## config.mk

```make
export PLATFORM = sky130hd
export DESIGN_NAME = tx
export DESIGN_NICKNAME = d
export VERILOG_FILES = /design/src/rtl/tx.sv
export SDC_FILE = /design/constraint.sdc
export NUM_CORES = 1
export LEC_CHECK = 0
export BUFFER_PORTS_ARGS = -buffer_cell sky130_fd_sc_hd__buf_2
export CAP_MARGIN = 20
export CORE_MARGIN = 3
export CORE_UTILIZATION = 28
export CTS_CLUSTER_SIZE = 25
export DETAILED_ROUTE_END_ITERATION = 10
export REMOVE_ABC_BUFFERS = 1
export SETUP_SLACK_MARGIN = 0.02
export SLEW_MARGIN = 10
export SYNTH_ARGS = -nofsm -noshare
export SYNTH_HDL_FRONTEND = slang
export SYNTH_SLANG_ARGS = --single-unit
```

## constraint.sdc

```tcl
create_clock -name i_clock -period 2.3 [get_ports i_clock]
set_input_delay 0.46 -clock i_clock [delete_from_list [all_inputs] [get_ports i_clock]]
set_output_delay 0.46 -clock i_clock [all_outputs]
set_load 0.1 [all_outputs]
```

## src/rtl/tx.sv

```systemverilog
// UART transmitter: start bit, WIDTH_WORD data bits LSB first, optional even parity, CANT_BIT_STOP stop bits.
// Bit timing is 16 i_rate ticks per bit. Define UART_TX_PARITY_EN to insert the parity bit.
module tx #(
    parameter int WIDTH_WORD    = 8,
    parameter int CANT_BIT_STOP = 2
) (
    input  logic                  i_clock,
    input  logic                  i_reset,
    input  logic                  i_rate,
    input  logic                  i_tx_start,
    input  logic [WIDTH_WORD-1:0] i_data_in,
    output logic                  o_bit_tx,
    output logic                  o_tx_busy,
    output logic                  o_tx_done
);

    localparam int BIT_W  = $clog2(WIDTH_WORD) + 1;
    localparam int STOP_W = $clog2(CANT_BIT_STOP + 1);

`ifdef UART_TX_PARITY_EN
    typedef enum logic [4:0] {
        ESPERA = 5'b00001,
        START  = 5'b00010,
        DATA   = 5'b00100,
        STOP   = 5'b01000,
        PARITY = 5'b10000
    } state_t;
`else
    typedef enum logic [3:0] {
        ESPERA = 4'b0001,
        START  = 4'b0010,
        DATA   = 4'b0100,
        STOP   = 4'b1000
    } state_t;
`endif

    state_t                  state_q, state_d;
    logic [WIDTH_WORD-1:0]   buf_q, buf_d;
    logic [3:0]              tick_q, tick_d;
    logic [BIT_W-1:0]        bit_cnt_q, bit_cnt_d;
    logic [STOP_W-1:0]       stop_cnt_q, stop_cnt_d;
    logic                    bit_q, bit_d;
    logic                    busy_q, busy_d;
    logic                    done_q, done_d;
`ifdef UART_TX_PARITY_EN
    logic                    par_q, par_d;
`endif

    logic tick_end;
    assign tick_end = i_rate && (tick_q == 4'd15);

    always_comb begin
        state_d    = state_q;
        buf_d      = buf_q;
        tick_d     = tick_q;
        bit_cnt_d  = bit_cnt_q;
        stop_cnt_d = stop_cnt_q;
        busy_d     = busy_q;
        done_d     = 1'b0;
`ifdef UART_TX_PARITY_EN
        par_d      = par_q;
`endif
        // 4-bit counter wraps 15 -> 0 on its own at each bit end
        if (i_rate && state_q != ESPERA) begin
            tick_d = tick_q + 4'd1;
        end

        case (state_q)
            ESPERA: begin
                busy_d = 1'b0;
                if (i_tx_start) begin
                    buf_d   = i_data_in;
                    tick_d  = 4'd0;
                    state_d = START;
                    busy_d  = 1'b1;
`ifdef UART_TX_PARITY_EN
                    par_d   = ^i_data_in;
`endif
                end
            end
            START: begin
                if (tick_end) begin
                    state_d   = DATA;
                    bit_cnt_d = '0;
                end
            end
            DATA: begin
                if (tick_end) begin
                    buf_d     = buf_q >> 1;
                    bit_cnt_d = bit_cnt_q + 1'b1;
                    if (bit_cnt_q == BIT_W'(WIDTH_WORD - 1)) begin
                        stop_cnt_d = '0;
`ifdef UART_TX_PARITY_EN
                        state_d    = PARITY;
`else
                        state_d    = STOP;
`endif
                    end
                end
            end
`ifdef UART_TX_PARITY_EN
            PARITY: begin
                if (tick_end) begin
                    state_d    = STOP;
                    stop_cnt_d = '0;
                end
            end
`endif
            STOP: begin
                if (tick_end) begin
                    if (stop_cnt_q == STOP_W'(CANT_BIT_STOP - 1)) begin
                        state_d = ESPERA;
                        done_d  = 1'b1;
                        busy_d  = 1'b0;
                    end else begin
                        stop_cnt_d = stop_cnt_q + 1'b1;
                    end
                end
            end
            default: begin
                state_d = ESPERA;
                busy_d  = 1'b0;
                tick_d  = 4'd0;
            end
        endcase

        // Line value follows the state being entered, so it is registered with no input-to-output path
        case (state_d)
            START:   bit_d = 1'b0;
            DATA:    bit_d = buf_d[0];
`ifdef UART_TX_PARITY_EN
            PARITY:  bit_d = par_d;
`endif
            default: bit_d = 1'b1;
        endcase
    end

    always_ff @(posedge i_clock) begin
        if (i_reset) begin
            state_q    <= ESPERA;
            buf_q      <= '0;
            tick_q     <= '0;
            bit_cnt_q  <= '0;
            stop_cnt_q <= '0;
            bit_q      <= 1'b1;
            busy_q     <= 1'b0;
            done_q     <= 1'b0;
`ifdef UART_TX_PARITY_EN
            par_q      <= 1'b0;
`endif
        end else begin
            state_q    <= state_d;
            buf_q      <= buf_d;
            tick_q     <= tick_d;
            bit_cnt_q  <= bit_cnt_d;
            stop_cnt_q <= stop_cnt_d;
            bit_q      <= bit_d;
            busy_q     <= busy_d;
            done_q     <= done_d;
`ifdef UART_TX_PARITY_EN
            par_q      <= par_d;
`endif
        end
    end

    assign o_bit_tx  = bit_q;
    assign o_tx_busy = busy_q;
    assign o_tx_done = done_q;

endmodule
```

==> results_dict.tcl, run 1 <==
set metrics [dict create \
    status "finished, final reports clean" \
    antenna_found_initial 0 \
    hold_viol 0 \
    final_cell_mix "dfxtp_1, nand2_1, nor2_1, buf_2, a21oi_1" \
    dpl_cell_area_um2 1300 \
    vias 1026 \
    port_buffers 14 \
    wirelength_um 2440 \
    slew_violations 0 \
    finalWeightedCongestion 0.809 \
    dieHeight_um 71.5 \
    postRouteAntennaNets 0 \
    grtUsageMet1_pct 14.3 \
    crit_fanout 13 \
    n_antenna_cell 0 \
    gr-usage-met3_pct 3.93 \
    routedWlPerCell_um 12.0 \
    post-route-min-period_ns 1.99 \
    layout_commonest_cell "dfxtp_1" \
    grt_usage_pct 10.7 \
    cp-start-kind "flip-flop" \
    cp_slowest_stage_delay_ns 0.61 \
    rsz0062_at_grt "false" \
    dieArea_um2 5120 \
    num_rows 23 \
    cts-resized-gates 0 \
    htree_num_levels 1 \
    clock_skew_ns 0.00760 \
    slew_headroom_pct 68.5 \
    crit_type "flip-flop to flip-flop" \
    grt-ovfl-total 0 \
    cts_buffers 3 \
    dieWidth_um 71.5 \
    grt.met2_usage_pct 16.3 \
    finalSetupTns_ns 0 \
    postCtsSetupBuffers 0 \
    required_ns 2.50 \
    cp_data_arrival_time_ns 2.20 \
    clkSinkCount 25 \
    cp.buffers_inverters 0 \
    start_util_pct 29.6 \
    initialDrtViolationCount 40 \
    cts_root_buf "clkbuf_8" \
    io_pins 15 \
    area_growth_pct 12.0 \
    cp-end-kind "flip-flop" \
    syn_area_per_cell_um2 8.41 \
    final_cell_area_um2 1350 \
    peakVddDrop_mv 0.293 \
    critPathTopFamily "simple AND/OR/NAND/NOR gates" \
    power_density_nw_per_um2 639 \
    syn_area_um2 1200 \
    finalCritPeriodShare_pct 86.6 \
    power_leakage_nw 0.472 \
    hpwl_um 1750 \
    grt.busiest_layer "met2" \
    setup_viol_count_final 0 \
    cts_tree "done" \
    grt_start_max_net_pins 19 \
    grt_pass1_vias 964 \
    cp_slowest_cell "or4b_1" \
    grt_pass1_wl_um 4420 \
    yosys_register_bits 25 \
    crit_chain "or4b_1, o22ai_2, nand2_2, or3_1, a21oi_2" \
    final_nets 170 \
    maxCapViolCount 0 \
    clkTransAtPathRegs_ns 0.09 \
    firstDrtPassIters 5 \
    clk_path_buf_depth 2 \
    drcViolationCount 0 \
    ys_seq_area_share_pct 41.6 \
    fmax_ghz 0.502 \
    synth_cell_types 37 \
    syn_inst 143 \
    core_area_um2 4060 \
    hold_path_class "primary input to flip-flop" \
    viasPerCell 5.03 \
    drive_above_1_share_pct 16.2 \
    yosys_warnings 0 \
    clock_latency_ns 0.27 \
    cts_hold_buffers 0 \
    worst_pin_slew_ns 0.471 \
]
-- cell usage after synthesis --
library cell / n / share of area, %
dfxtp_1: 25 / 42
nand2_1: 15 / 4.7
nor2_1: 14 / 4.4
a21oi_1: 12 / 5.0
a22oi_1: 9 / 5.6
nor3_1: 6 / 2.5
inv_1: 5 / 1.6
nand3_1: 4 / 1.7
o21ai_0: 4 / 1.7
xor2_1: 4 / 2.9
buf_2: 3 / 1.2
clkbuf_1: 3 / 0.94
ha_1: 3 / 3.1
o22ai_1: 3 / 1.6
or3_1: 3 / 1.6
or4b_1: 3 / 2.5
a21oi_2: 2 / 1.5
nand2b_1: 2 / 1.0
nand4_1: 2 / 1.0
nor4_1: 2 / 1.0
nor4b_1: 2 / 1.5
xnor2_1: 2 / 1.5
a211oi_1: 1 / 0.62
a21o_1: 1 / 0.62
a31oi_1: 1 / 0.52
and4_2: 1 / 0.83
buf_1: 1 / 0.31
buf_6: 1 / 0.94
nand2_2: 1 / 0.52
nand3b_1: 1 / 0.62
nor2_2: 1 / 0.52
nor2_4: 1 / 0.94
nor2b_1: 1 / 0.52
o211ai_1: 1 / 0.62
o22ai_2: 1 / 1.0
o31a_1: 1 / 0.73
o31ai_1: 1 / 0.62
-- worst paths after layout --
check	start	to	cells after the start	slack, ns
worst max-delay path	state_q[3]	stop_cnt_q[1]	5	0.31
worst min-delay path	i_data_in[7]	buf_q[7]	3	0.45
worst max register to register	state_q[3]	stop_cnt_q[1]	5	0.31
worst min register to register	buf_q[0]	buf_q[0]	2	0.45
-- layout make-up --
class                      instances  area [um2]
fill                             437        2710
tap                               50        62.6
inverter                           5        18.8
clock buffer                       4        45.0
timing repair buffer              15        77.6
multi-input combinational        105         642
sequential                        25         500
-- per-stage QoR --
step           hold WS [ns]  instances  worst slack [ns]  util [%]  power (mW)
6_report              0.448        204             0.308      33.2       0.860
3_5_place_dp          0.445        200             0.350      32.1       0.611
5_1_grt               0.437        204             0.132      33.2       0.911
3_3_place_gp          0.451        200             0.343      32.1       0.611
4_1_cts               0.441        204             0.310      33.2       0.874
2_1_floorplan         0.427        135             0.531         -       0.573
-- report_power, final --
group	switching (mW)	internal [mW]	total [mW]
combinational	0.0898	0.0410	0.131
sequential	0.0185	0.453	0.471
clock	0.134	0.124	0.258
total	0.243	0.617	0.860
-- flip-flops by register name (all words and copies together) (netlist names) --
register and count:
buf_q 8, bit_cnt_q 4, state_q 4, tick_q 4
stop_cnt_q 2, o_bit_tx 1, o_tx_busy 1, o_tx_done 1
-- tightest hold or removal path, delay by kind of cell --
kind / cells / cell delay [ns]
buf+inv: 1 / 0.08
compound gates: 1 / 0.07
simple gates: 1 / 0.07
-- cells by family after synthesis --
kind of cell             synth area share [%]
flip-flops                               41.6
adder cells (fa/ha/maj)                  3.12
AND/OR/NAND/NOR                          25.8
AO/OA/AOI/OAI                            20.1
buffers and inverters                    4.99
XOR/XNOR                                 4.37
-- per-layer routing --
layer	share of wire, %	vias to the layer above
li1	-	537
met1	50	461
met2	42	24
met3	6.1	4
met4	1.1	0
met5	0	-
Note: power is estimated with default switching activity, not from simulation.
==> run 2, diff against run 1 <==
- BUFFER_PORTS_ARGS: -buffer_cell sky130_fd_sc_hd__buf_2 -> unset
- CORE_MARGIN: 3 -> 2
- DONT_BUFFER_PORTS: unset -> 1
==> results_dict.tcl, run 2 (synthesis gave the netlist of run 1 again) <==
set metrics [dict create \
    status "finished, final reports clean" \
    num_rows 23 \
    maxCapViolCount 0 \
    final_cells 193 \
    port_buffers 0 \
    drive_above_1_share_pct 9.79 \
    worst_pin_slew_ns 0.491 \
    finalWeightedCongestion 0.751 \
    cts_hold_buffers 0 \
    final_nets 159 \
    drcViolationCount 0 \
    routedWlPerCell_um 12.8 \
    wl_met2_um 1070 \
    hold_viol 0 \
    cp-start-kind "flip-flop" \
    firstDrtPassIters 4 \
    grt-ovfl-total 0 \
    clk_path_buf_depth 2 \
    vias 1003 \
    postCtsSetupBuffers 0 \
    hpwl_um 1840 \
    layout_commonest_cell "dfxtp_1" \
    io_pins 15 \
    viasPerCell 5.20 \
    fillerInstances 416 \
    cts_tree "done" \
    grt_usage_pct 10.6 \
    top_register "buf_q" \
    initialDrtViolationCount 35 \
    core_area_um2 4060 \
    hold_path_class "primary input to flip-flop" \
    grt_start_max_net_pins 19 \
    slew_headroom_pct 67.1 \
    grt_pass1_wl_um 4100 \
    cp_data_arrival_time_ns 2.18 \
    wirelength_um 2460 \
    wl_met1_um 1200 \
    peakVddDrop_mv 0.349 \
    dieWidth_um 69.5 \
    cts_buffers 3 \
    cp-end-kind "flip-flop" \
    required_ns 2.51 \
    post-route-min-period_ns 1.97 \
    finish.utilization_pct 32.0 \
    met3WireLength_um 167 \
    finalSetupTns_ns 0 \
    dieArea_um2 4830 \
    cts-resized-gates 0 \
    clock_latency_ns 0.27 \
    power_density_nw_per_um2 654 \
    slew_violations 0 \
    start_util_pct 29.6 \
    setup_viol_count_final 0 \
    finalCritPeriodShare_pct 85.6 \
    dp.cells 189 \
    clkSinkCount 25 \
    antenna_found_initial 0 \
    crit_fanout 13 \
    rsz0062_at_grt "false" \
    clock_skew_ns 0.00423 \
    cts_root_buf "clkbuf_8" \
    crit_type "flip-flop to flip-flop" \
    routed.top_layer "met4" \
    clkTransAtPathRegs_ns 0.08 \
    area_growth_pct 8.01 \
    rrSetupSlack_ns 0.33 \
    grt_pass1_vias 913 \
    final_cell_mix "dfxtp_1, nand2_1, nor2_1" \
    fmax_ghz 0.508 \
    postRouteAntennaNets 0 \
    power_leakage_nw 0.431 \
    whs_ns 0.241 \
    n_antenna_cell 0 \
    largest_reg_flops 8 \
    dieHeight_um 69.5 \
    htree_num_levels 1 \
]
-- run 2: final cells by class --
cell class,instances,area [um2],share of cell area (%)
inverter,5,18.8,1.45
sequential,25,500,38.5
clock buffer,4,45.0,3.47
multi-input combinational,105,642,49.4
timing repair buffer,4,30.0,2.31
tap,50,62.6,4.82
-- run 2: report_power, final --
group          internal, mW  switching (mW)  total, mW  leakage, nW
Clock                 0.124           0.136      0.260       0.0228
Combinational        0.0370          0.0811      0.118        0.204
Sequential            0.453          0.0184      0.471        0.203
Total                 0.614           0.236      0.849        0.431
-- run 2: layer usage --
layer  GRT usage, %  up-vias
met3           4.07        5
met2           16.1       27
li1               -      516
met1           14.1      455
met5              0        -
met4           2.61        0
-- run 2: per-stage QoR --
step | power [mW] | setup WS [ns] | instance area, um2
3_3_place_gp | 0.595 | 0.379 | 1250
3_5_place_dp | 0.599 | 0.340 | 1250
6_report | 0.849 | 0.330 | 1300
5_1_grt | 0.892 | 0.180 | 1300
4_1_cts | 0.866 | 0.317 | 1300
2_1_floorplan | 0.573 | 0.531 | 1160
-- run 2: path summary, 6_finish.rpt --
check / from / endpoint / cells past startpoint
hold reg to reg: buf_q[4] / buf_q[4] / 2
hold / removal: i_reset / stop_cnt_q[0] / 1
setup / recovery: state_q[3] / stop_cnt_q[1] / 5
setup reg to reg: state_q[3] / stop_cnt_q[1] / 5
-- run 2: worst max-delay path: stages, from the launching register on --
cell     delay (ns)
dfxtp_1        0.55
or4b_1         0.61
o22ai_2        0.20
nand2_2        0.09
or3_1          0.33
a21oi_2        0.13
